### config.mk
export PLATFORM = sky130hd
export DESIGN_NAME = ice51_uart_loader
export DESIGN_NICKNAME = d
export VERILOG_FILES = /design/src/rtl/ice51_uart_loader.sv
export SDC_FILE = /design/constraint.sdc
export NUM_CORES = 1
export LEC_CHECK = 0
export CAP_MARGIN = 25
export CORE_MARGIN = 2
export CORE_UTILIZATION = 55
export CTS_BUF_LIST = sky130_fd_sc_hd__clkbuf_4
export CTS_CLUSTER_DIAMETER = 200
export DETAILED_ROUTE_END_ITERATION = 16
export DONT_BUFFER_PORTS = 1
export PLACE_DENSITY_LB_ADDON = 0.2
export SLEW_MARGIN = 0
export SYNTH_ARGS = -nofsm -noshare
export SYNTH_HDL_FRONTEND = slang
export SYNTH_SLANG_ARGS = --single-unit
### constraint.sdc
create_clock -name i_clk -period 6.35 [get_ports i_clk]
set_input_delay 0.635 -clock i_clk [delete_from_list [all_inputs] [get_ports i_clk]]
set_output_delay 0.635 -clock i_clk [all_outputs]
set_load 0.1 [all_outputs]
### src/rtl/ice51_uart_loader.sv
// UART boot loader for the ice51 code memory: length-prefixed image in, byte writes out.
// Optional echo transmitter enabled by defining ICE51_LOADER_ECHO_EN.
module ice51_uart_loader #(
    parameter int CLKS_PER_BIT = 104,
    parameter int ADDR_W       = 10
) (
    input  logic              i_clk,
    input  logic              i_rst,
    input  logic              i_uart_rx,
    output logic              o_uart_tx,
    output logic              o_code_wr,
    output logic [ADDR_W-1:0] o_code_addr,
    output logic [7:0]        o_code_data,
    output logic              o_cpu_nrst,
    output logic              o_busy,
    output logic              o_err
);
    localparam int CNT_W = $clog2(CLKS_PER_BIT);
    localparam logic [CNT_W-1:0] BIT_LAST  = CNT_W'(CLKS_PER_BIT - 1);
    localparam logic [CNT_W-1:0] HALF_LAST = CNT_W'(CLKS_PER_BIT / 2 - 1);
    localparam logic [16:0]      DEPTH     = 17'(2 ** ADDR_W);

    localparam logic [1:0] RX_IDLE = 2'd0, RX_START = 2'd1, RX_DATA = 2'd2, RX_STOP = 2'd3;
    localparam logic [2:0] ST_LEN_HI = 3'd0, ST_LEN_LO = 3'd1, ST_DATA = 3'd2,
                           ST_DONE = 3'd3, ST_ERR = 3'd4;

    logic             rx_meta_q, rx_sync_q, rx_prev_q;
    logic [1:0]       rx_st_q;
    logic [CNT_W-1:0] rx_cnt_q;
    logic [2:0]       rx_bit_q;
    logic [7:0]       rx_byte_q;
    logic             rx_stop_s, rx_valid_s, rx_ferr_s;

    logic [2:0]        st_q, st_d;
    logic [7:0]        len_hi_q, len_hi_d;
    logic [15:0]       cnt_q, cnt_d, len_s;
    logic [ADDR_W-1:0] addr_q, addr_d;
    logic [7:0]        data_q, data_d;
    logic              wr_q, wr_d, nrst_q, nrst_d, busy_q, busy_d, err_q, err_d;

    // Receiver: synchronise, detect start edge, sample mid-bit, LSB first.
    always_ff @(posedge i_clk or posedge i_rst) begin
        if (i_rst) begin
            rx_meta_q <= 1'b1;
            rx_sync_q <= 1'b1;
            rx_prev_q <= 1'b1;
            rx_st_q   <= RX_IDLE;
            rx_cnt_q  <= '0;
            rx_bit_q  <= 3'd0;
            rx_byte_q <= 8'd0;
        end else begin
            rx_meta_q <= i_uart_rx;
            rx_sync_q <= rx_meta_q;
            rx_prev_q <= rx_sync_q;
            case (rx_st_q)
                RX_IDLE: begin
                    rx_cnt_q <= '0;
                    rx_bit_q <= 3'd0;
                    if (rx_prev_q && !rx_sync_q) rx_st_q <= RX_START;
                end
                RX_START: begin
                    if (rx_cnt_q == HALF_LAST) begin
                        rx_cnt_q <= '0;
                        rx_st_q  <= rx_sync_q ? RX_IDLE : RX_DATA;
                    end else begin
                        rx_cnt_q <= rx_cnt_q + CNT_W'(1);
                    end
                end
                RX_DATA: begin
                    if (rx_cnt_q == BIT_LAST) begin
                        rx_cnt_q  <= '0;
                        rx_byte_q <= {rx_sync_q, rx_byte_q[7:1]};
                        rx_bit_q  <= rx_bit_q + 3'd1;
                        if (rx_bit_q == 3'd7) rx_st_q <= RX_STOP;
                    end else begin
                        rx_cnt_q <= rx_cnt_q + CNT_W'(1);
                    end
                end
                RX_STOP: begin
                    if (rx_cnt_q == BIT_LAST) begin
                        rx_cnt_q <= '0;
                        rx_st_q  <= RX_IDLE;
                    end else begin
                        rx_cnt_q <= rx_cnt_q + CNT_W'(1);
                    end
                end
                default: rx_st_q <= RX_IDLE;
            endcase
        end
    end

    assign rx_stop_s  = (rx_st_q == RX_STOP) && (rx_cnt_q == BIT_LAST);
    assign rx_valid_s = rx_stop_s && rx_sync_q;
    assign rx_ferr_s  = rx_stop_s && !rx_sync_q;
    assign len_s      = {len_hi_q, rx_byte_q};

    // Loader FSM next state; address advances the cycle after each strobe.
    always_comb begin
        st_d     = st_q;
        len_hi_d = len_hi_q;
        cnt_d    = cnt_q;
        data_d   = data_q;
        wr_d     = 1'b0;
        nrst_d   = nrst_q;
        busy_d   = busy_q;
        err_d    = err_q | rx_ferr_s;
        if (wr_q) addr_d = addr_q + ADDR_W'(1);
        else      addr_d = addr_q;
        case (st_q)
            ST_LEN_HI: begin
                if (rx_valid_s) begin
                    len_hi_d = rx_byte_q;
                    busy_d   = 1'b1;
                    st_d     = ST_LEN_LO;
                end else begin
                    st_d = ST_LEN_HI;
                end
            end
            ST_LEN_LO: begin
                if (!rx_valid_s) begin
                    st_d = ST_LEN_LO;
                end else if (len_s == 16'd0) begin
                    busy_d = 1'b0;
                    nrst_d = 1'b1;
                    st_d   = ST_DONE;
                end else if ({1'b0, len_s} > DEPTH) begin
                    busy_d = 1'b0;
                    err_d  = 1'b1;
                    st_d   = ST_ERR;
                end else begin
                    cnt_d = len_s;
                    st_d  = ST_DATA;
                end
            end
            ST_DATA: begin
                if (rx_valid_s) begin
                    wr_d   = 1'b1;
                    data_d = rx_byte_q;
                    cnt_d  = cnt_q - 16'd1;
                    if (cnt_q == 16'd1) st_d = ST_DONE;
                    else                st_d = ST_DATA;
                end else begin
                    st_d = ST_DATA;
                end
            end
            ST_DONE: begin
                busy_d = 1'b0;
                nrst_d = 1'b1;
            end
            ST_ERR: begin
                busy_d = 1'b0;
                nrst_d = 1'b0;
                err_d  = 1'b1;
            end
            default: begin
                busy_d = 1'b0;
                nrst_d = 1'b0;
                err_d  = 1'b1;
                st_d   = ST_ERR;
            end
        endcase
    end

    // Loader state and registered outputs.
    always_ff @(posedge i_clk or posedge i_rst) begin
        if (i_rst) begin
            st_q     <= ST_LEN_HI;
            len_hi_q <= 8'd0;
            cnt_q    <= 16'd0;
            addr_q   <= '0;
            data_q   <= 8'd0;
            wr_q     <= 1'b0;
            nrst_q   <= 1'b0;
            busy_q   <= 1'b0;
            err_q    <= 1'b0;
        end else begin
            st_q     <= st_d;
            len_hi_q <= len_hi_d;
            cnt_q    <= cnt_d;
            addr_q   <= addr_d;
            data_q   <= data_d;
            wr_q     <= wr_d;
            nrst_q   <= nrst_d;
            busy_q   <= busy_d;
            err_q    <= err_d;
        end
    end

    assign o_code_wr   = wr_q;
    assign o_code_addr = addr_q;
    assign o_code_data = data_q;
    assign o_cpu_nrst  = nrst_q;
    assign o_busy      = busy_q;
    assign o_err       = err_q;

`ifdef ICE51_LOADER_ECHO_EN
    logic             tx_q, tx_busy_q, echo_s;
    logic [8:0]       tx_shift_q;
    logic [3:0]       tx_idx_q;
    logic [CNT_W-1:0] tx_cnt_q;

    assign echo_s = rx_valid_s && (st_q != ST_ERR) && !tx_busy_q;

    // Echo transmitter: index 0 is the start bit, 1..8 data, 9 stop.
    always_ff @(posedge i_clk or posedge i_rst) begin
        if (i_rst) begin
            tx_q       <= 1'b1;
            tx_busy_q  <= 1'b0;
            tx_shift_q <= 9'h1ff;
            tx_idx_q   <= 4'd0;
            tx_cnt_q   <= '0;
        end else if (echo_s) begin
            tx_q       <= 1'b0;
            tx_busy_q  <= 1'b1;
            tx_shift_q <= {1'b1, rx_byte_q};
            tx_idx_q   <= 4'd0;
            tx_cnt_q   <= '0;
        end else if (tx_busy_q) begin
            if (tx_cnt_q == BIT_LAST) begin
                tx_cnt_q <= '0;
                if (tx_idx_q == 4'd9) begin
                    tx_busy_q <= 1'b0;
                    tx_q      <= 1'b1;
                end else begin
                    tx_q       <= tx_shift_q[0];
                    tx_shift_q <= {1'b1, tx_shift_q[8:1]};
                    tx_idx_q   <= tx_idx_q + 4'd1;
                end
            end else begin
                tx_cnt_q <= tx_cnt_q + CNT_W'(1);
            end
        end
    end

    assign o_uart_tx = tx_q;
`else
    assign o_uart_tx = 1'b1;
`endif
endmodule

* After elaboration in Yosys (flattened, before gate mapping)
Cells that the tools add are included.
** Storage, ports and cells
- Bits in registers :: 72
- Input bits :: 3
- Output and inout port bits :: 23
- Word-level logic and storage cells :: 107
** Operators by class
- Add/subtract/negate cells :: 4
- Magnitude comparators :: 1
- Equality and inequality tests :: 23
- Muxes and demuxes :: 38
- Bitwise operators :: 3
- Reduce and logical (&&, ||, !) cells :: 22
** Operators with widths (number)
- 2-to-1 mux 16 bit :: 4
- one-hot mux 16 bit (2 select lines) :: 1
- != test 2 bit, second input constant :: 11
- one-hot mux 7 bit (3 select lines) :: 1
- equality test 16 x 1 -> 1 bit, second input constant :: 1
- greater-than comparator 16 x 11 -> 1 bit, second input constant :: 1
- zero test 16 bit :: 1
- subtractor 16 x 1 -> 16 bit, second input constant :: 1
- 2-to-1 mux 3 bit :: 5
- 2-to-1 mux 7 bit :: 2
- 2-to-1 mux 1 bit :: 13
- 2-to-1 mux 2 bit :: 6
- one-hot mux 3 bit (4 select lines) :: 1
- adder 10 x 1 -> 10 bit, second input constant :: 1
- AND reduction 5 bit :: 2
- one-hot mux 2 bit (4 select lines) :: 1
- AND reduction 2 bit :: 4
- adder 7 x 1 -> 7 bit, second input constant :: 1
- equality test 7 x 6 -> 1 bit, second input constant :: 1
- equality test 7 bit, second input constant :: 1
- equality test 3 x 2 -> 1 bit, second input constant :: 2
- equality test 3 bit, second input constant :: 2
- one-hot mux 1 bit (3 select lines) :: 2
- one-hot mux 3 bit (2 select lines) :: 1
- 17 further kinds :: 25

* Depth between registers and ports, before layout
Gate-level depths: netlist (run 1).
- Word-level depth :: 8
- Gate-level depth with buffers :: 9
- Gate-level depth less buffers :: 7

* Worst setup path before layout (run 1)
OpenSTA, ideal clock, no wires.
- Kind :: reg-to-reg
- Start :: register len_hi_q[4]
- End :: register cnt_q[0]
- Arrival time :: 2.001 ns
- Data required time :: 6.262 ns
- Slack :: 4.260 ns
- Cell stages (with the launch flop) :: 7
- Path buffers :: 1
- Clock period less this slack :: 2.090 ns
- Cell sequence :: dfrtp_1 -> or4_4 -> o32a_1 -> a2111oi_2 -> buf_4 -> a21oi_2 -> a41oi_1
** On the way
- Longest elaborated chain between the ends :: 3
- Elaborated cells on any way between the ends :: 5
- Classes of those cells :: order compare (1); eq/ne (2); reduce/logical (2)
** RTL lines
- start, declared :: RTL line 35 : logic [7:0] len_hi_q, len_hi_d;
- start signal, assigned :: RTL line 178 : len_hi_q <= len_hi_d;
- greater-than comparator 16 x 11 -> 1 bit / zero test 16 bit (equally long branches) :: RTL line 126, 122
- != test 2 bit (no source line)
- AND reduction 5 bit (no source line) (*)
- end signal, assigned :: RTL line 179 : cnt_q <= cnt_d;
- end, declared :: RTL line 36 : logic [15:0] cnt_q, cnt_d, len_s;
Mark *: on every way between the ends. The rest lies on a longest branch, timed or not.
A chain may end at the register's enable or synchronous reset.

* Worst setup path in the final report (run 1)
- Start :: register rx_byte_q[6]
- End :: register cnt_q[3]
** On the way
- Longest elaborated chain between the ends :: 3
- Elaborated cells on any way between the ends :: 5
- Classes of those cells :: order compare (1); eq/ne (2); reduce/logical (2)
** RTL lines
- start, declared :: RTL line 31 : logic [7:0] rx_byte_q;
- start signal, assigned :: RTL line 72 : rx_byte_q <= {rx_sync_q, rx_byte_q[7:1]};
- greater-than comparator 16 x 11 -> 1 bit / zero test 16 bit (equally long branches) :: RTL line 126, 122
- != test 2 bit (no source line)
- AND reduction 5 bit (no source line) (*)
Marks and branches as above.

==> metrics.txt, run 1 <==
Netlist Area Pre-Place=roughly 3500 µm²; hold path startpoint=i_uart_rx; antenna violations before repair=0; drt pass-1 iters=4; clk sinks=72; gr usage total=between 20 and 25%; Synth Flop Type=dfrtp_1; status=complete, no violations; post-synthesis sequential area ratio=51.04%; CTS tree=yes; Final Cycle Share=between 30% and 40%; Critical Path Max Stage Delay=roughly 550 ps; RSZ-0062 raised after global routing=false; initial core utilization=56.35%; H-tree depth=3; Worst-Margin Slew=1058 ps; Worst-Skew Late Latency=420 ps; final hold violations=0; clk root buf=clkbuf_4; Post-synth ARST share=100.0%; met3 WL=398 µm; hold path depth=0; Synth Instances=336; die width=84.20 µm; fmax=0.4280 GHz; reg2reg start=rx_byte_q[6]; via/cell ratio=6.201; largest net degree at the start of global routing=73; critical path class=reg -> reg; die area=7089 µm²; most frequent cell after synthesis=dfrtp_1; clock skew=15.16 ps; GP Congestion=around 0.89; Reg2Reg Setup Slack=4010 ps; startpoint types=register; slowest CP cell=nor4_1; first-pass GRT wire length=12590 µm; total congestion overflow=0; Mapped Avg Cell Area=10.53 µm²; post-synth top area share=between 40 and 50%; Critical Path Start=rx_byte_q[6]; Synthesized Nets=approximately 350; synthesized flop and latch total=72; Chip Height=84.20 µm; Setup crit end kind=register; fin crit period=2336 ps; R2R cell count=5; Fin Setup TNS=0 ps; number of setup buffers added after CTS=0; Unique masters post-synth=56; DRC=0; Worst Hold Slack=206.3 ps; max_cap viols=0; Req. time, crit path=6640 ps; WL met2=3453 µm; max layer used=met4; 1st-iter DRT viols=around 250; IO buf count=0; Post-CTS Resized=0; cts bufs inserted=9; FP Rows=29; CORE AREA=about 6300 µm²; crit path DAT=2620 ps; M1 WL=about 3400 µm; Max-slew headroom=29.50%; worst min-delay path class=in -> reg; Layout area overhead=5.341%; io pins=26; drt wl/cell=17.60 µm; CP Cell Sequence=nor4_1 -> a31oi_1 -> o21ai_1 -> and2_1 -> a21oi_1; critical path peak fanout=15; antenna cells=0; final setup fails=0; Final Net Count=344; top post-synthesis cells by count=69 x dfrtp_1, 25 x a21oi_1, 25 x mux2_2, 25 x nor2_1, 24 x nand2_1; Total Wirelength=7338 µm; clock transition at the registers of the reported paths=120 ps; hpwl dp=between 5000 and 6000 µm; Hold-fix buffers, CTS=0; Pleak=1.714 nW; share of layout cells above drive strength 1=around 17%; Synth Warn #=0; post-route ant nets=0; Clock Path Buffers=2; routed via count=2586; Slew Viols, Final=0; number of flops mapped to enable cells by yosys=0; dominant cell type by area after synthesis=dfrtp_1; pwr dens=about 220 nW/µm²; Max IR drop VDD=just under 0.2 mV; vias in the first global route=roughly 2500; Area contributors post-synth=dfrtp_1 49%, mux2_2 8.0%, a21oi_1 3.5%
==> placed cells by master (no fill, tap or decap), types with 3 or more instances in the layout <==
master / instances
nand3_1: 7
and3_1: 4
o22ai_1: 4
nor3b_1: 3
a21o_1: 3
dfrtp_1: 69
o41ai_1: 3
mux2_2: 25
xor2_1: 4
or4_1: 3
o31ai_1: 4
buf_4: 3
dfstp_2: 3
xnor2_1: 10
nor2_1: 25
a21oi_1: 25
nand2b_1: 3
clkbuf_4: 9
nand4_1: 12
nor4_1: 4
inv_1: 6
nand2_1: 24
a31oi_1: 7
and2_1: 5
ha_1: 6
mux2i_1: 3
or2_2: 3
o21ai_0: 14
or3_1: 5
==> flip-flops by register name, summed over array words and instances (netlist names), named ones only <==
| register | cells |
|---|---|
| o_code_addr | 10 |
| rx_byte_q | 8 |
| rx_bit_q | 3 |
| o_busy | 1 |
| rx_prev_q | 1 |
| o_code_wr | 1 |
| o_code_data | 8 |
| len_hi_q | 8 |
| cnt_q | 16 |
| rx_st_q | 1 |
| o_err | 1 |
| rx_sync_q | 1 |
| rx_cnt_q | 7 |
| rx_meta_q | 1 |
| o_cpu_nrst | 1 |
| st_q | 3 |
==> critical path, delay by kind of cell, from the launching register on <==
family          cells  cell delay [ps]
flops               1              440
simple gates        2             1090
compound gates      3              670
==> stage by stage <==
step           total power, W  instance area, µm²  worst slack [ps]  utilization (%)  std cells
5_1_grt             0.0008645                3726              3762            59.36        417
4_1_cts             0.0008310                3726              4043            59.36        417
6_report            0.0008231                3726              4014            59.36        417
3_3_place_gp        0.0005527                3596              4122            57.29        401
3_5_place_dp        0.0005547                3596              4071            57.29        401
2_1_floorplan       0.0005431                3537              3895                -        336
==> per-layer routing <==
metal,vias up,GRT usage [%]
met3,9,6.490
met1,1277,31.39
met2,64,32.83
li1,1236,-
met4,0,9.238
met5,-,0
==> cells by family after synthesis <==
logic type	count (synthesis)	share of synthesized area [%]
simple gates	115	17.79
compound gates	78	14.08
buf+inv	22	2.582
flops	72	51.04
other cells	1	0.1060
mux	28	8.808
fa+ha+maj	6	2.122
xor+xnor	14	3.466
==> final timing paths <==
path / endpoint
setup / recovery: cnt_q[3]
hold / removal: rx_meta_q
setup reg to reg: cnt_q[3]
hold reg to reg: rx_sync_q
max in group asynchronous: len_hi_q[2]
min in group asynchronous: o_code_addr[1]
==> final cells by class <==
cell class | instances | area (µm²)
fillers | 544 | 2551
flip-flops and latches | 72 | 1805
multi-input cells | 242 | 1645
well taps | 77 | 96.34
clock buffers | 9 | 67.56
clock inverters | 7 | 62.56
inverters | 7 | 26.28
repair buffers | 3 | 22.52
==> power breakdown <==
part / leakage (nW) / internal, W / switching (W)
Clock: 0.0668 / 0.000116 / 0.000163
Sequential: 0.985 / 0.000476 / 0.0000183
Combinational: 0.662 / 0.0000197 / 0.0000306
Total: 1.71 / 0.000612 / 0.000212
(Power assumes the default switching activity.)
==> inputs of run 2 (changes only) <==
==> constraint.sdc (replaced) <==
create_clock -name i_clk -period 2.25 [get_ports i_clk]
set_input_delay 0.225 -clock i_clk [delete_from_list [all_inputs] [get_ports i_clk]]
set_output_delay 0.225 -clock i_clk [all_outputs]
set_load 0.1 [all_outputs]
==> metrics.txt, run 2 (synthesized netlist as in run 1, its figures left out) <==
H-tree depth=3 (unchanged); Total Wirelength=7634 µm (+4.0%); Max-slew headroom=39.43% (+9.9 points); Pwr Total=0.002483 W (+200%); share of layout cells above drive strength 1=26.05% (+9.3 points); startpoint types=register; IO buf count=0 (unchanged); final hold violations=0 (unchanged); Layout area overhead=16.27%; critical path class=reg -> reg; worst min-delay path class=in -> async; clk root buf=clkbuf_4; DRC=0 (unchanged); max reg flops=16 (unchanged); Worst Hold Slack=308.3 ps (+102.0 ps); total congestion overflow=0 (unchanged); Pleak=1.951 nW (+14%); Top reg by flops=cnt_q; status=complete, no violations; initial core utilization=56.35% (unchanged); RSZ-0062 raised after global routing=false; Chip Height=84.20 µm (unchanged); final worst slack=98.07 ps (-3916 ps); hpwl dp=5301 µm (+5.4%); post-route ant nets=0 (unchanged); commonest cells after routing, fill and taps aside=69 x dfrtp_1, 38 x buf_4, 25 x nor2_1, 25 x mux2_2, 25 x a21oi_1; die width=84.20 µm (unchanged); CTS tree=yes; crit path DAT=2490 ps (-130 ps); Max IR drop VDD=0.5040 mV (+150%); drt pass-1 iters=5 (+1); clock transition at the registers of the reported paths=130 ps (about the same); io pins=26 (unchanged); vias in the first global route=2673 (+5.1%); gr usage total=22.91% (+0.56 points); Critical Path Max Stage Delay=630 ps (+80 ps); FP Rows=29 (unchanged); clock skew=23.27 ps (+8.112 ps); fin crit period=2152 ps (-184.3 ps); Req. time, crit path=2590 ps (-4050 ps); via/cell ratio=6.024 (-2.9%); first-pass GRT wire length=12940 µm (+2.8%); Worst-Margin Slew=908.6 ps (-148.9 ps); Worst-Skew Late Latency=430 ps (about the same); CORE AREA=6277 µm² (unchanged); max_cap viols=0 (unchanged); fmax=0.4647 GHz (+8.6%); worst slack at placement=79.45 ps (-3991 ps); antenna cells=0 (unchanged); die area=7089 µm² (unchanged); fin util=65.52% (+6.2 points); critical path peak fanout=4 (-11); clk sinks=72 (unchanged); Fin Setup TNS=0 ps (unchanged); largest net degree at the start of global routing=40 (-45%); 1st-iter DRT viols=197 (-22%); Setup crit end kind=register; Clock Path Buffers=2 (unchanged); drt wl/cell=16.70 µm (-5.1%); cts bufs inserted=9 (unchanged); most common cell after layout, fill and taps aside=dfrtp_1; antenna violations before repair=0 (unchanged); final setup fails=0 (unchanged); Slew Viols, Final=0 (unchanged); routed via count=2753 (+6.5%); CP Cell Sequence=inv_1 -> ha_2 -> or4b_2 -> or4_1 -> nand2_1 -> a31oi_1 -> a21oi_1; GP Congestion=0.8388 (-6.3%); slowest CP cell=or4b_2; Final Net Count=384 (+12%); pwr dens=603.7 nW/µm² (+170%); Final Cycle Share=95.64% (+59 points)
## run 2: final cells by class
class,count,area [µm²]
Fill cell,497,2165
Sequential cell,72,1805
Multi-Input combinational cell,242,1665
Timing Repair Buffer,43,350.3
Tap cell,77,96.34
Clock inverter,6,93.84
Clock buffer,10,75.07
Inverter,7,26.28
## run 2: worst max-delay path, delay by kind of cell, from the launching register on
kind | cells | cell delay [ps]
adders and majority gates | 1 | 200
buffers and inverters | 1 | 90
DFF | 1 | 400
AOI/OAI and AO/OA | 2 | 210
and+or+nand+nor | 3 | 1160
## run 2: final timing paths
| check | startpoint | endpoint | slack (ps) | depth (start not counted) |
|---|---|---|---|---|
| max | cnt_q[1] | cnt_q[8] | 100 | 7 |
| min | i_rst | o_code_addr[3] | 310 | 2 |
| max reg2reg | cnt_q[1] | cnt_q[8] | 100 | 7 |
| min reg2reg | rx_meta_q | rx_sync_q | 370 | 0 |
| max in group asynchronous | i_rst | rx_byte_q[1] | 1310 | 3 |
| min in group i_clk | i_uart_rx | rx_meta_q | 350 | 1 |
## run 2: what timing repair did
action / CTS / global route
hold buffers: 2 / 0
buffers inserted: 0 / 0
setup endpoints to repair: 0 / 8
gates resized for setup: 0 / 4
hold endpoints to repair: 25 / 0
## run 2: power by group
group / internal, W / leakage, nW / switching [W] / total [W]
sequential: 0.00134 / 0.985 / 0.0000514 / 0.00139
clock: 0.000468 / 0.0868 / 0.000466 / 0.000935
combinational: 0.0000618 / 0.879 / 0.0000912 / 0.000153
## run 2: metal layers
layer	vias to the layer above	GRT usage (%)	routed length [µm]
met5	-	0	0
met4	0	6.598	87
met3	11	4.916	349
met2	70	36.44	3649
met1	1354	32.11	3547
li1	1318	-	-
## run 2: metrics by stage
step           cell area, µm²  instances
6_report                 4113        457
5_1_grt                  4113        457
4_1_cts                  4088        456
3_5_place_dp             3899        438
3_3_place_gp             3899        438
2_1_floorplan            3537        336
